**src/rtl/entropy_dc_slice_scheduler.sv**
```systemverilog
// rtl/entropy_dc_slice_scheduler.sv - sequences one slice of DC coefficients through the DC entropy encoder
module entropy_dc_slice_scheduler #(
    parameter int MAX_BLOCKS = 32,
    parameter int ADDR_W     = 5,
    parameter int ENC_LAT    = 4,
    parameter int CLR_CYC    = 2
) (
    input  logic              clk,
    input  logic              reset_n,
    input  logic              slice_start,
    input  logic [5:0]        slice_num_blocks,
    output logic              slice_busy,
    output logic              slice_done,
    output logic              coef_rd_en,
    output logic [ADDR_W-1:0] coef_rd_addr,
    input  logic [19:0]       coef_rd_data,
    output logic              enc_rst_n,
    output logic [19:0]       enc_dc_coeff,
    input  logic [23:0]       enc_sum,
    input  logic [23:0]       enc_length,
    output logic              cw_valid,
    input  logic              cw_ready,
    output logic [23:0]       cw_bits,
    output logic [5:0]        cw_len,
    output logic              cw_last
);

    localparam int TAG_D = 2 + ENC_LAT;
    localparam int CNT_W = $clog2(MAX_BLOCKS + 1);
    localparam int CLR_W = (CLR_CYC > 1) ? $clog2(CLR_CYC) : 1;
    localparam int FW    = 24 + 6 + 1;

    typedef enum logic [2:0] {IDLE, CLEAR, STREAM, FLUSH, DRAIN} state_t;

    state_t             state;
    logic [CLR_W-1:0]   clr_cnt;
    logic [ADDR_W-1:0]  last_addr;
    logic               rd_d1;
    logic [TAG_D-1:0]   tag_pipe;
    logic [TAG_D-1:0]   last_pipe;

    logic [FW-1:0]      fifo_mem [MAX_BLOCKS];
    logic [ADDR_W-1:0]  wr_ptr;
    logic [ADDR_W-1:0]  rd_ptr;
    logic [CNT_W-1:0]   count;
    logic [FW-1:0]      head;
    logic               push;
    logic               pop;
    logic               fifo_empty;
    logic [5:0]         n_clamped;
    logic               unused_len_hi;

    assign unused_len_hi = ^enc_length[23:6];

    always_comb begin
        n_clamped = slice_num_blocks;
        if (slice_num_blocks == 6'd0)
            n_clamped = 6'd1;
        else if (slice_num_blocks > 6'(MAX_BLOCKS))
            n_clamped = 6'(MAX_BLOCKS);
    end

    // Tags ride alongside each read so the encoder's output is captured exactly when it matches.
    assign push       = tag_pipe[TAG_D-1];
    assign fifo_empty = (count == '0);
    assign cw_valid   = !fifo_empty;
    assign pop        = cw_valid && cw_ready;
    assign head       = fifo_mem[rd_ptr];
    assign cw_bits    = cw_valid ? head[FW-1:7] : '0;
    assign cw_len     = cw_valid ? head[6:1]    : '0;
    assign cw_last    = cw_valid ? head[0]      : 1'b0;

    always_ff @(posedge clk or negedge reset_n) begin
        if (!reset_n) begin
            state        <= IDLE;
            clr_cnt      <= '0;
            last_addr    <= '0;
            rd_d1        <= 1'b0;
            tag_pipe     <= '0;
            last_pipe    <= '0;
            slice_busy   <= 1'b0;
            slice_done   <= 1'b0;
            coef_rd_en   <= 1'b0;
            coef_rd_addr <= '0;
            enc_rst_n    <= 1'b0;
            enc_dc_coeff <= '0;
        end else begin
            slice_done <= 1'b0;
            rd_d1      <= coef_rd_en;
            tag_pipe   <= {tag_pipe[TAG_D-2:0], coef_rd_en};
            last_pipe  <= {last_pipe[TAG_D-2:0], coef_rd_en && (coef_rd_addr == last_addr)};
            if (rd_d1)
                enc_dc_coeff <= coef_rd_data;
            case (state)
                IDLE: begin
                    enc_rst_n <= 1'b1;
                    if (slice_start && fifo_empty) begin
                        last_addr    <= ADDR_W'(n_clamped - 6'd1);
                        slice_busy   <= 1'b1;
                        clr_cnt      <= '0;
                        enc_rst_n    <= 1'b0;
                        enc_dc_coeff <= '0;
                        state        <= CLEAR;
                    end
                end
                CLEAR: begin
                    enc_dc_coeff <= '0;
                    if (clr_cnt == CLR_W'(CLR_CYC - 1)) begin
                        enc_rst_n    <= 1'b1;
                        coef_rd_en   <= 1'b1;
                        coef_rd_addr <= '0;
                        state        <= STREAM;
                    end else begin
                        clr_cnt <= clr_cnt + 1'b1;
                    end
                end
                STREAM: begin
                    if (coef_rd_addr == last_addr) begin
                        coef_rd_en <= 1'b0;
                        state      <= FLUSH;
                    end else begin
                        coef_rd_addr <= coef_rd_addr + 1'b1;
                    end
                end
                FLUSH: begin
                    if (tag_pipe[TAG_D-1] && last_pipe[TAG_D-1])
                        state <= DRAIN;
                end
                DRAIN: begin
                    if (pop && cw_last) begin
                        slice_done <= 1'b1;
                        slice_busy <= 1'b0;
                        state      <= IDLE;
                    end
                end
                default: state <= IDLE;
            endcase
        end
    end

    always_ff @(posedge clk) begin
        if (push)
            fifo_mem[wr_ptr] <= {enc_sum, enc_length[5:0], last_pipe[TAG_D-1]};
    end

    always_ff @(posedge clk or negedge reset_n) begin
        if (!reset_n) begin
            wr_ptr <= '0;
            rd_ptr <= '0;
            count  <= '0;
        end else begin
            if (push)
                wr_ptr <= wr_ptr + 1'b1;
            if (pop)
                rd_ptr <= rd_ptr + 1'b1;
            case ({push, pop})
                2'b10:   count <= count + 1'b1;
                2'b01:   count <= count - 1'b1;
                default: count <= count;
            endcase
        end
    end

    // Starts wait for an empty FIFO, so a full FIFO receiving an unpaired push is a design error.
    assert property (@(posedge clk) disable iff (!reset_n)
        !(push && !pop && (count == CNT_W'(MAX_BLOCKS))));

endmodule

```
**config.mk**
```make
export PLATFORM = sky130hd
export DESIGN_NAME = entropy_dc_slice_scheduler
export DESIGN_NICKNAME = d
export VERILOG_FILES = /design/src/rtl/entropy_dc_slice_scheduler.sv
export SDC_FILE = /design/constraint.sdc
export NUM_CORES = 1
export LEC_CHECK = 0
export CAP_MARGIN = 20
export CORE_ASPECT_RATIO = 1.1
export CORE_MARGIN = 3
export CORE_UTILIZATION = 50
export CTS_CLUSTER_DIAMETER = 150
export DETAILED_ROUTE_END_ITERATION = 8
export PLACE_DENSITY = 0.75
export SYNTH_ARGS = -nofsm -noshare
export SYNTH_HDL_FRONTEND = slang
export SYNTH_SLANG_ARGS = --single-unit
```
**constraint.sdc**
```tcl
create_clock -name clk -period 6.41 [get_ports clk]
set_input_delay 0.641 -clock clk [delete_from_list [all_inputs] [get_ports clk]]
set_output_delay 0.641 -clock clk [all_outputs]
set_load 0.005 [all_outputs]
```
==> flow_results.xml, run 1 <==
<?xml version="1.0" encoding="UTF-8"?>
<metrics>
  <group name="run_status">
    <metric name="outcome" unit="">finished, final reports clean</metric>
  </group>
  <group name="clock_tree">
    <metric name="hold_buffers" unit="">0</metric>
    <metric name="clock_tree.buffer_depth" unit="">3</metric>
    <metric name="cts_inserted_buffers" unit="">101</metric>
    <metric name="tritoncts_clock_tree" unit="">done</metric>
    <metric name="cts_sinks" unit="">1058</metric>
    <metric name="post_cts_buffers" unit="">0</metric>
    <metric name="worstSkewPairLatency" unit="ps">660</metric>
    <metric name="path_clk_slew" unit="ps">60</metric>
    <metric name="post_cts_resized" unit="">0</metric>
    <metric name="ctsRootBufferMaster" unit="">sky130_fd_sc_hd__clkbuf_16</metric>
    <metric name="cts_htree_levels" unit="">3</metric>
  </group>
  <group name="power">
    <metric name="vdd.ir_drop.worst" unit="V">0.000323</metric>
    <metric name="totalPowerFinal" unit="mW">21.2</metric>
    <metric name="power_leakage" unit="nW">15.2</metric>
    <metric name="power-per-cell-area" unit="nW/um2">449</metric>
  </group>
  <group name="routing">
    <metric name="route.vias.total" unit="">19900</metric>
    <metric name="drt_iter0_markers" unit="">2667</metric>
    <metric name="route.detailed.wl_per_inst" unit="um">30.0</metric>
    <metric name="drt_first_pass_iters" unit="">5</metric>
    <metric name="antenna_violating_nets_post_route" unit="">0</metric>
    <metric name="average_via_count_per_standard_cell" unit="">6.34</metric>
    <metric name="drc" unit="">0</metric>
    <metric name="postRouteWirelength" unit="mm">94.2</metric>
  </group>
  <group name="synth">
    <metric name="post-synth-top-area-fraction" unit="">0.728</metric>
    <metric name="synthMostInstantiatedCell" unit="">sky130_fd_sc_hd__edfxtp_1</metric>
    <metric name="netlist.top_cell.by_area" unit="">sky130_fd_sc_hd__edfxtp_1</metric>
    <metric name="synth-edff-count" unit="">992</metric>
    <metric name="postSynth.asyncResetShare" unit="">0.0624</metric>
    <metric name="postSynthRegisterBits" unit="">1058</metric>
    <metric name="synth_nets" unit="">1906</metric>
    <metric name="synthesis.instances" unit="">1818</metric>
    <metric name="post_synth_num_cell_types" unit="">51</metric>
    <metric name="netlist_top_cells_count" unit="">sky130_fd_sc_hd__edfxtp_1, sky130_fd_sc_hd__mux4_2, sky130_fd_sc_hd__nor2_1</metric>
    <metric name="dominant_synthesized_flop_cell" unit="">sky130_fd_sc_hd__edfxtp_1</metric>
    <metric name="synth_sequential_area_ratio" unit="">0.769</metric>
    <metric name="yosysWarnings" unit="">0</metric>
    <metric name="synth_area_per_cell" unit="um2">22.5</metric>
    <metric name="synth.area.top_cells" unit="">sky130_fd_sc_hd__edfxtp_1, sky130_fd_sc_hd__mux4_2, sky130_fd_sc_hd__dfrtp_1, sky130_fd_sc_hd__mux2i_1, sky130_fd_sc_hd__nor2_1</metric>
    <metric name="synth_area" unit="um2">40900</metric>
  </group>
  <group name="global_route">
    <metric name="grt_antenna_before_repair" unit="">0</metric>
    <metric name="grt_pass1_vias" unit="">20500</metric>
    <metric name="first_pass_grt_wire_length" unit="mm">138</metric>
    <metric name="grtUsageTotal" unit="">0.224</metric>
    <metric name="grt_start_max_net_pins" unit="">94</metric>
    <metric name="globalRoute.totalOverflow" unit="">0</metric>
  </group>
  <group name="sta">
    <metric name="total_setup_violations_reported_at_the_end_of_the_flow" unit="">0</metric>
    <metric name="highest_clock_rate" unit="MHz">205</metric>
    <metric name="timing.final.max_slew_violations" unit="">0</metric>
    <metric name="worst_hold_slack" unit="ps">159</metric>
    <metric name="final_min_period_over_clock_period" unit="">0.760</metric>
    <metric name="setup_repair_after_global_routing_missed_its_margin" unit="">no</metric>
    <metric name="fin_tns_setup" unit="ps">0</metric>
    <metric name="max_slew.worst_pin.slew" unit="ps">1140</metric>
    <metric name="fin_skew" unit="ps">25.2</metric>
    <metric name="fin_ws" unit="ps">1540</metric>
    <metric name="min_period" unit="ps">4870</metric>
    <metric name="total_count_of_hold_check_failures_in_the_final_report" unit="">0</metric>
    <metric name="timing.max_slew.rel_slack" unit="">0.241</metric>
  </group>
  <group name="placed_design">
    <metric name="pre_cts_slack" unit="ps">2130</metric>
    <metric name="hpwlAfterDp" unit="mm">47.0</metric>
    <metric name="place.detailed.instances" unit="">2940</metric>
    <metric name="io_buffers" unit="">120</metric>
    <metric name="place.gp.congestion" unit="">0.751</metric>
  </group>
  <group name="job">
    <metric name="cap_violations" unit="">0</metric>
  </group>
  <group name="floorplanning">
    <metric name="core-area" unit="um2">80700</metric>
    <metric name="ioPinCount" unit="">139</metric>
    <metric name="initial_utilization" unit="">0.506</metric>
    <metric name="dieArea" unit="um2">85300</metric>
    <metric name="die-width" unit="um">279</metric>
    <metric name="floorplan.rows" unit="">109</metric>
    <metric name="die_y" unit="um">306</metric>
  </group>
  <group name="hold_path">
    <metric name="worst_hold_path_type" unit="">input port to asynchronous set/reset pin</metric>
  </group>
  <group name="finish">
    <metric name="non_filler_cells_final" unit="">3138</metric>
    <metric name="design.final.nets" unit="">2086</metric>
    <metric name="drive_gt1_frac" unit="">0.271</metric>
    <metric name="area.growth.synth_to_final" unit="%">15.5</metric>
  </group>
  <group name="setup_path">
    <metric name="crit_path_end_kind" unit="">output pin</metric>
    <metric name="worst-endpoint-arrival" unit="ps">4230</metric>
    <metric name="worst-setup-path-type" unit="">flop to output pin</metric>
    <metric name="critical_path_required" unit="ps">5770</metric>
    <metric name="timing.critical_path.from_type" unit="">flop</metric>
    <metric name="cp_max_fo" unit="">71</metric>
  </group>
</metrics>
[logic make-up after synthesis]
logic type                 count (synthesis)  share of synthesized area
DFF                                     1058                      0.769
muxes                                    337                      0.174
and+or+nand+nor                          184                     0.0217
buffers and inverters                    134                     0.0164
AOI/OAI and AO/OA                         73                     0.0109
xor gates and xnor gates                  22                    0.00471
adders and majority gates                 10                    0.00306
[area by class of cell]
cell class                      count  area [um2]
Fill cell                        5563       33500
Sequential cell                  1058       31500
Multi-Input combinational cell    626        9030
Clock buffer                      120        2680
Timing Repair Buffer              174        1840
Tap cell                         1054        1320
Clock inverter                     68         767
Inverter                           37         139
Antenna cell                        1        2.50
[metrics by stage]
step,instance area [um2],utilization
after floorplan,40900,-
after global placement,43500,0.539
after detailed placement,43500,0.539
after CTS,47000,0.582
after global routing,47200,0.585
final,47200,0.585
[critical path: stages, from the launching register on]
cell and delay (ps):
sky130_fd_sc_hd__dfrtp_4 990, sky130_fd_sc_hd__buf_12 520, sky130_fd_sc_hd__mux4_2 580, sky130_fd_sc_hd__mux4_2 510, sky130_fd_sc_hd__inv_1 110, sky130_fd_sc_hd__o21ai_1 200
sky130_fd_sc_hd__clkdlybuf4s50_1 550
[metal layers]
layer / track usage / up-vias / wire, um
met4: 0.0660 / 0 / 2720
met2: 0.358 / 1169 / 46300
met3: 0.0463 / 188 / 9150
met5: 0 / - / 0
li1: - / 7942 / -
met1: 0.317 / 10600 / 36100
[registers in the layout, summed over array words and instances (netlist names)]
name	flops
fifo_mem	992
tag_pipe	6
slice_busy	1
count	6
last_pipe	6
enc_dc_coeff	20
last_addr	5
coef_rd_en	1
slice_done	1
wr_ptr	5
clr_cnt	1
rd_ptr	5
state	3
coef_rd_addr	5
enc_rst_n	1
[cell usage in the layout (no fill, tap or decap), types with 13 or more instances in the layout]
master and n:
sky130_fd_sc_hd__bufinv_16 15, sky130_fd_sc_hd__clkinv_2 26, sky130_fd_sc_hd__nand3_1 38, sky130_fd_sc_hd__nor2_4 32
sky130_fd_sc_hd__buf_4 39, sky130_fd_sc_hd__clkinv_1 17, sky130_fd_sc_hd__xor2_1 14, sky130_fd_sc_hd__edfxtp_1 992
sky130_fd_sc_hd__nor2_1 36, sky130_fd_sc_hd__mux2i_1 33, sky130_fd_sc_hd__mux4_2 300, sky130_fd_sc_hd__clkbuf_16 102
sky130_fd_sc_hd__dfrtp_1 62, sky130_fd_sc_hd__inv_1 36, sky130_fd_sc_hd__clkdlybuf4s50_1 119, sky130_fd_sc_hd__nand2_1 27
sky130_fd_sc_hd__o21ai_1 30, sky130_fd_sc_hd__o21ai_0 13
[worst paths after layout]
check,start,end,depth (start not counted),slack [ps]
min in group clk,tag_pipe[1],tag_pipe[2],0,350
min reg2reg,tag_pipe[1],tag_pipe[2],0,350
max reg2reg,count[1],count[4],15,2530
max in group asynchronous,reset_n,rd_ptr[1],2,5570
min,reset_n,enc_dc_coeff[1],2,160
max,rd_ptr[0],cw_bits[13],6,1540
[where the power goes]
part	switching (mW)	total, mW	leakage, nW	internal, mW
Clock	2.53	6.13	1.70	3.60
Combinational	3.09	6.17	3.75	3.08
Sequential	0.594	8.88	9.75	8.29
Total	6.22	21.2	15.2	15.0
Note: power is estimated with default switching activity, not from simulation.
==> inputs of run 2 (changes only) <==
--- a/config.mk
+++ b/config.mk
@@ -11,7 +11,7 @@
 export CORE_UTILIZATION = 50
 export CTS_CLUSTER_DIAMETER = 150
 export DETAILED_ROUTE_END_ITERATION = 8
-export PLACE_DENSITY = 0.75
+export PLACE_DENSITY = 0.78
 export SYNTH_ARGS = -nofsm -noshare
 export SYNTH_HDL_FRONTEND = slang
 export SYNTH_SLANG_ARGS = --single-unit
==> constraint.sdc (replaced) <==
create_clock -name clk -period 4.4 [get_ports clk]
set_input_delay 0.44 -clock clk [delete_from_list [all_inputs] [get_ports clk]]
set_output_delay 0.44 -clock clk [all_outputs]
set_load 0.005 [all_outputs]
==> flow_results.xml, run 2 (same netlist as run 1, synthesis figures left out) <==
<?xml version="1.0" encoding="UTF-8"?>
<metrics>
  <group name="routing">
    <metric name="drt_first_pass_iters" unit="">5</metric>
    <metric name="average_via_count_per_standard_cell" unit="">6.35</metric>
    <metric name="route.detailed.wl_per_inst" unit="um">30.8</metric>
    <metric name="antenna_violating_nets_post_route" unit="">0</metric>
    <metric name="route.vias.total" unit="">20100</metric>
    <metric name="postRouteWirelength" unit="mm">97.3</metric>
    <metric name="drc" unit="">0</metric>
    <metric name="drt_iter0_markers" unit="">2493</metric>
  </group>
  <group name="clock_tree">
    <metric name="tritoncts_clock_tree" unit="">done</metric>
    <metric name="ctsRootBufferMaster" unit="">sky130_fd_sc_hd__clkbuf_16</metric>
    <metric name="clock_tree.buffer_depth" unit="">3</metric>
    <metric name="cts_htree_levels" unit="">3</metric>
    <metric name="worstSkewPairLatency" unit="ps">690</metric>
    <metric name="cts_inserted_buffers" unit="">101</metric>
    <metric name="path_clk_slew" unit="ps">60</metric>
    <metric name="post_cts_buffers" unit="">0</metric>
    <metric name="cts_sinks" unit="">1058</metric>
  </group>
  <group name="finish">
    <metric name="non_filler_cells_final" unit="">3163</metric>
    <metric name="finalInstanceArea" unit="um2">47400</metric>
    <metric name="finalCoreUtilization" unit="">0.587</metric>
    <metric name="largest_register_ff_count" unit="">992</metric>
    <metric name="area.growth.synth_to_final" unit="%">15.9</metric>
    <metric name="final_common_cell" unit="">sky130_fd_sc_hd__edfxtp_1</metric>
    <metric name="largest-register" unit="">fifo_mem</metric>
    <metric name="biggestRegsByFlops" unit="">fifo_mem (992), enc_dc_coeff (20)</metric>
    <metric name="design.final.nets" unit="">2113</metric>
    <metric name="layout.cells.most_common_list" unit="">sky130_fd_sc_hd__edfxtp_1, sky130_fd_sc_hd__mux4_2, sky130_fd_sc_hd__clkdlybuf4s50_1, sky130_fd_sc_hd__clkbuf_16, sky130_fd_sc_hd__dfrtp_1</metric>
    <metric name="drive_gt1_frac" unit="">0.273</metric>
  </group>
  <group name="sta">
    <metric name="timing.max_slew.rel_slack" unit="">0.254</metric>
    <metric name="timing.final.max_slew_violations" unit="">0</metric>
    <metric name="fin_ws" unit="ps">-39.1</metric>
    <metric name="max_slew.worst_pin.slew" unit="ps">1120</metric>
    <metric name="total_count_of_hold_check_failures_in_the_final_report" unit="">0</metric>
    <metric name="final_min_period_over_clock_period" unit="">1.01</metric>
    <metric name="fin_skew" unit="ps">26.3</metric>
    <metric name="min_period" unit="ps">4440</metric>
    <metric name="fin_tns_setup" unit="ps">-39.1</metric>
    <metric name="highest_clock_rate" unit="MHz">225</metric>
    <metric name="total_setup_violations_reported_at_the_end_of_the_flow" unit="">1</metric>
    <metric name="worst_hold_slack" unit="ps">336</metric>
  </group>
  <group name="power">
    <metric name="comb_power_share" unit="">0.301</metric>
    <metric name="internal-power" unit="mW">21.8</metric>
    <metric name="power-per-cell-area" unit="nW/um2">655</metric>
    <metric name="power_leakage" unit="nW">15.3</metric>
    <metric name="power.share.switching" unit="">0.299</metric>
    <metric name="power.switching" unit="mW">9.29</metric>
    <metric name="power_frac_clock" unit="">0.283</metric>
    <metric name="power.share.sequential" unit="">0.416</metric>
    <metric name="vdd.ir_drop.worst" unit="V">0.000532</metric>
  </group>
  <group name="floorplanning">
    <metric name="floorplan.rows" unit="">109</metric>
    <metric name="initial_utilization" unit="">0.506</metric>
    <metric name="ioPinCount" unit="">139</metric>
    <metric name="die_y" unit="um">306</metric>
    <metric name="core-area" unit="um2">80700</metric>
    <metric name="die-width" unit="um">279</metric>
    <metric name="dieArea" unit="um2">85300</metric>
  </group>
  <group name="hold_path">
    <metric name="worst_hold_path.num_cells" unit="">0</metric>
    <metric name="worst_hold_path_type" unit="">flop to flop</metric>
  </group>
  <group name="setup_path">
    <metric name="delay_of_the_slowest_cell_on_the_worst_path" unit="ps">680</metric>
    <metric name="timing.critical_path.from_type" unit="">flop</metric>
    <metric name="crit_slowest_cell" unit="">sky130_fd_sc_hd__dfrtp_4</metric>
    <metric name="worst-endpoint-arrival" unit="ps">4000</metric>
    <metric name="cp_max_fo" unit="">43</metric>
    <metric name="critical_path_required" unit="ps">3960</metric>
    <metric name="worst-setup-path-type" unit="">flop to output pin</metric>
    <metric name="rr_worst_depth" unit="">14</metric>
    <metric name="crit_path_end_kind" unit="">output pin</metric>
    <metric name="critical_path.cell_chain" unit="">buf_12 &gt; a2111oi_1 &gt; a221oi_1 &gt; and4b_1 &gt; a311oi_2 &gt; nor2_1 &gt; clkdlybuf4s50_1</metric>
  </group>
  <group name="global_route">
    <metric name="globalRoute.totalOverflow" unit="">0</metric>
    <metric name="grt_start_max_net_pins" unit="">59</metric>
    <metric name="grt_antenna_before_repair" unit="">2</metric>
    <metric name="first_pass_grt_wire_length" unit="mm">143</metric>
    <metric name="grt_pass1_vias" unit="">21000</metric>
    <metric name="grtUsageTotal" unit="">0.231</metric>
  </group>
  <group name="run_status">
    <metric name="violations" unit="">setup timing</metric>
    <metric name="outcome" unit="">finished, violations left</metric>
  </group>
  <group name="placed_design">
    <metric name="place.gp.congestion" unit="">0.790</metric>
    <metric name="place.detailed.instances" unit="">2969</metric>
    <metric name="hpwlAfterDp" unit="mm">53.3</metric>
    <metric name="io_buffers" unit="">120</metric>
    <metric name="place_area" unit="um2">43900</metric>
  </group>
  <group name="job">
    <metric name="cap_violations" unit="">0</metric>
  </group>
</metrics>
-- run 2: cell types whose count changed in the layout (fill, tap and decap cells not counted), moves of 2 or more --
| cell | delta |
|---|---|
| sky130_fd_sc_hd__bufinv_16 | -4 |
| sky130_fd_sc_hd__inv_16 | +2 |
| sky130_fd_sc_hd__clkinv_1 | +3 |
| sky130_fd_sc_hd__clkinv_16 | +2 |
| sky130_fd_sc_hd__buf_12 | +9 |
| sky130_fd_sc_hd__clkinv_2 | -10 |
| sky130_fd_sc_hd__clkbuf_1 | +8 |
| sky130_fd_sc_hd__buf_16 | -4 |
| sky130_fd_sc_hd__buf_4 | +21 |
-- run 2: repair_timing --
| item | CTS | global route |
|---|---|---|
| hold buffers | 1 | 0 |
| resized for setup | 0 | 1 |
| setup endpoints to repair | 0 | 1 |
| endpoints found under the hold margin | 37 | 0 |
-- run 2: power groups by stage --
stage                     combinational (mW)  sequential [mW]  clock (mW)
after floorplan                         6.14             12.5           0
after global placement                  9.05             13.0           0
after detailed placement                9.26             13.1           0
after CTS                               9.40             12.9        8.89
after global routing                    9.87             13.0        9.31
final                                   9.34             12.9        8.79
-- run 2: final timing paths --
check / from / to / slack, ps
worst max register to register: count[1] / count[4] / 950
min in group asynchronous: reset_n / enc_dc_coeff[19] / 420
worst min register to register: last_pipe[0] / last_pipe[1] / 340
worst min-delay path: last_pipe[0] / last_pipe[1] / 340
max in group asynchronous: reset_n / rd_ptr[0] / 3010
worst max-delay path: rd_ptr[1] / cw_last / -40
-- run 2: critical path: cells and delay by family, from the launching register on --
kind	cells	cell delay (ps)
buffers and inverters	2	790
DFF	1	680
and+or+nand+nor	2	350
AOI/OAI and AO/OA	3	1480
-- run 2: area by class of cell --
cell class / count / area, um2
multi-input cells: 626 / 9030
well taps: 1054 / 1320
diodes: 1 / 2.50
inverters: 37 / 139
clock inverters: 58 / 673
fillers: 5470 / 33300
repair buffers: 201 / 2090
clock buffers: 128 / 2710
flip-flops and latches: 1058 / 31500
-- run 2: through the flow --
stage / setup slack [ps] / power (mW)
after floorplan: 1330 / 18.7
after global placement: 858 / 22.1
after global routing: -155 / 32.2
after detailed placement: 840 / 22.4
final: -39.1 / 31.1
after CTS: 105 / 31.2
-- run 2: layer usage --
metal / up-vias / wire, um / track usage
li1: 8013 / - / -
met1: 10500 / 34700 / 0.311
met2: 1339 / 48900 / 0.384
met3: 225 / 10400 / 0.0454
met4: 2 / 3310 / 0.0799
met5: - / 13 / 0
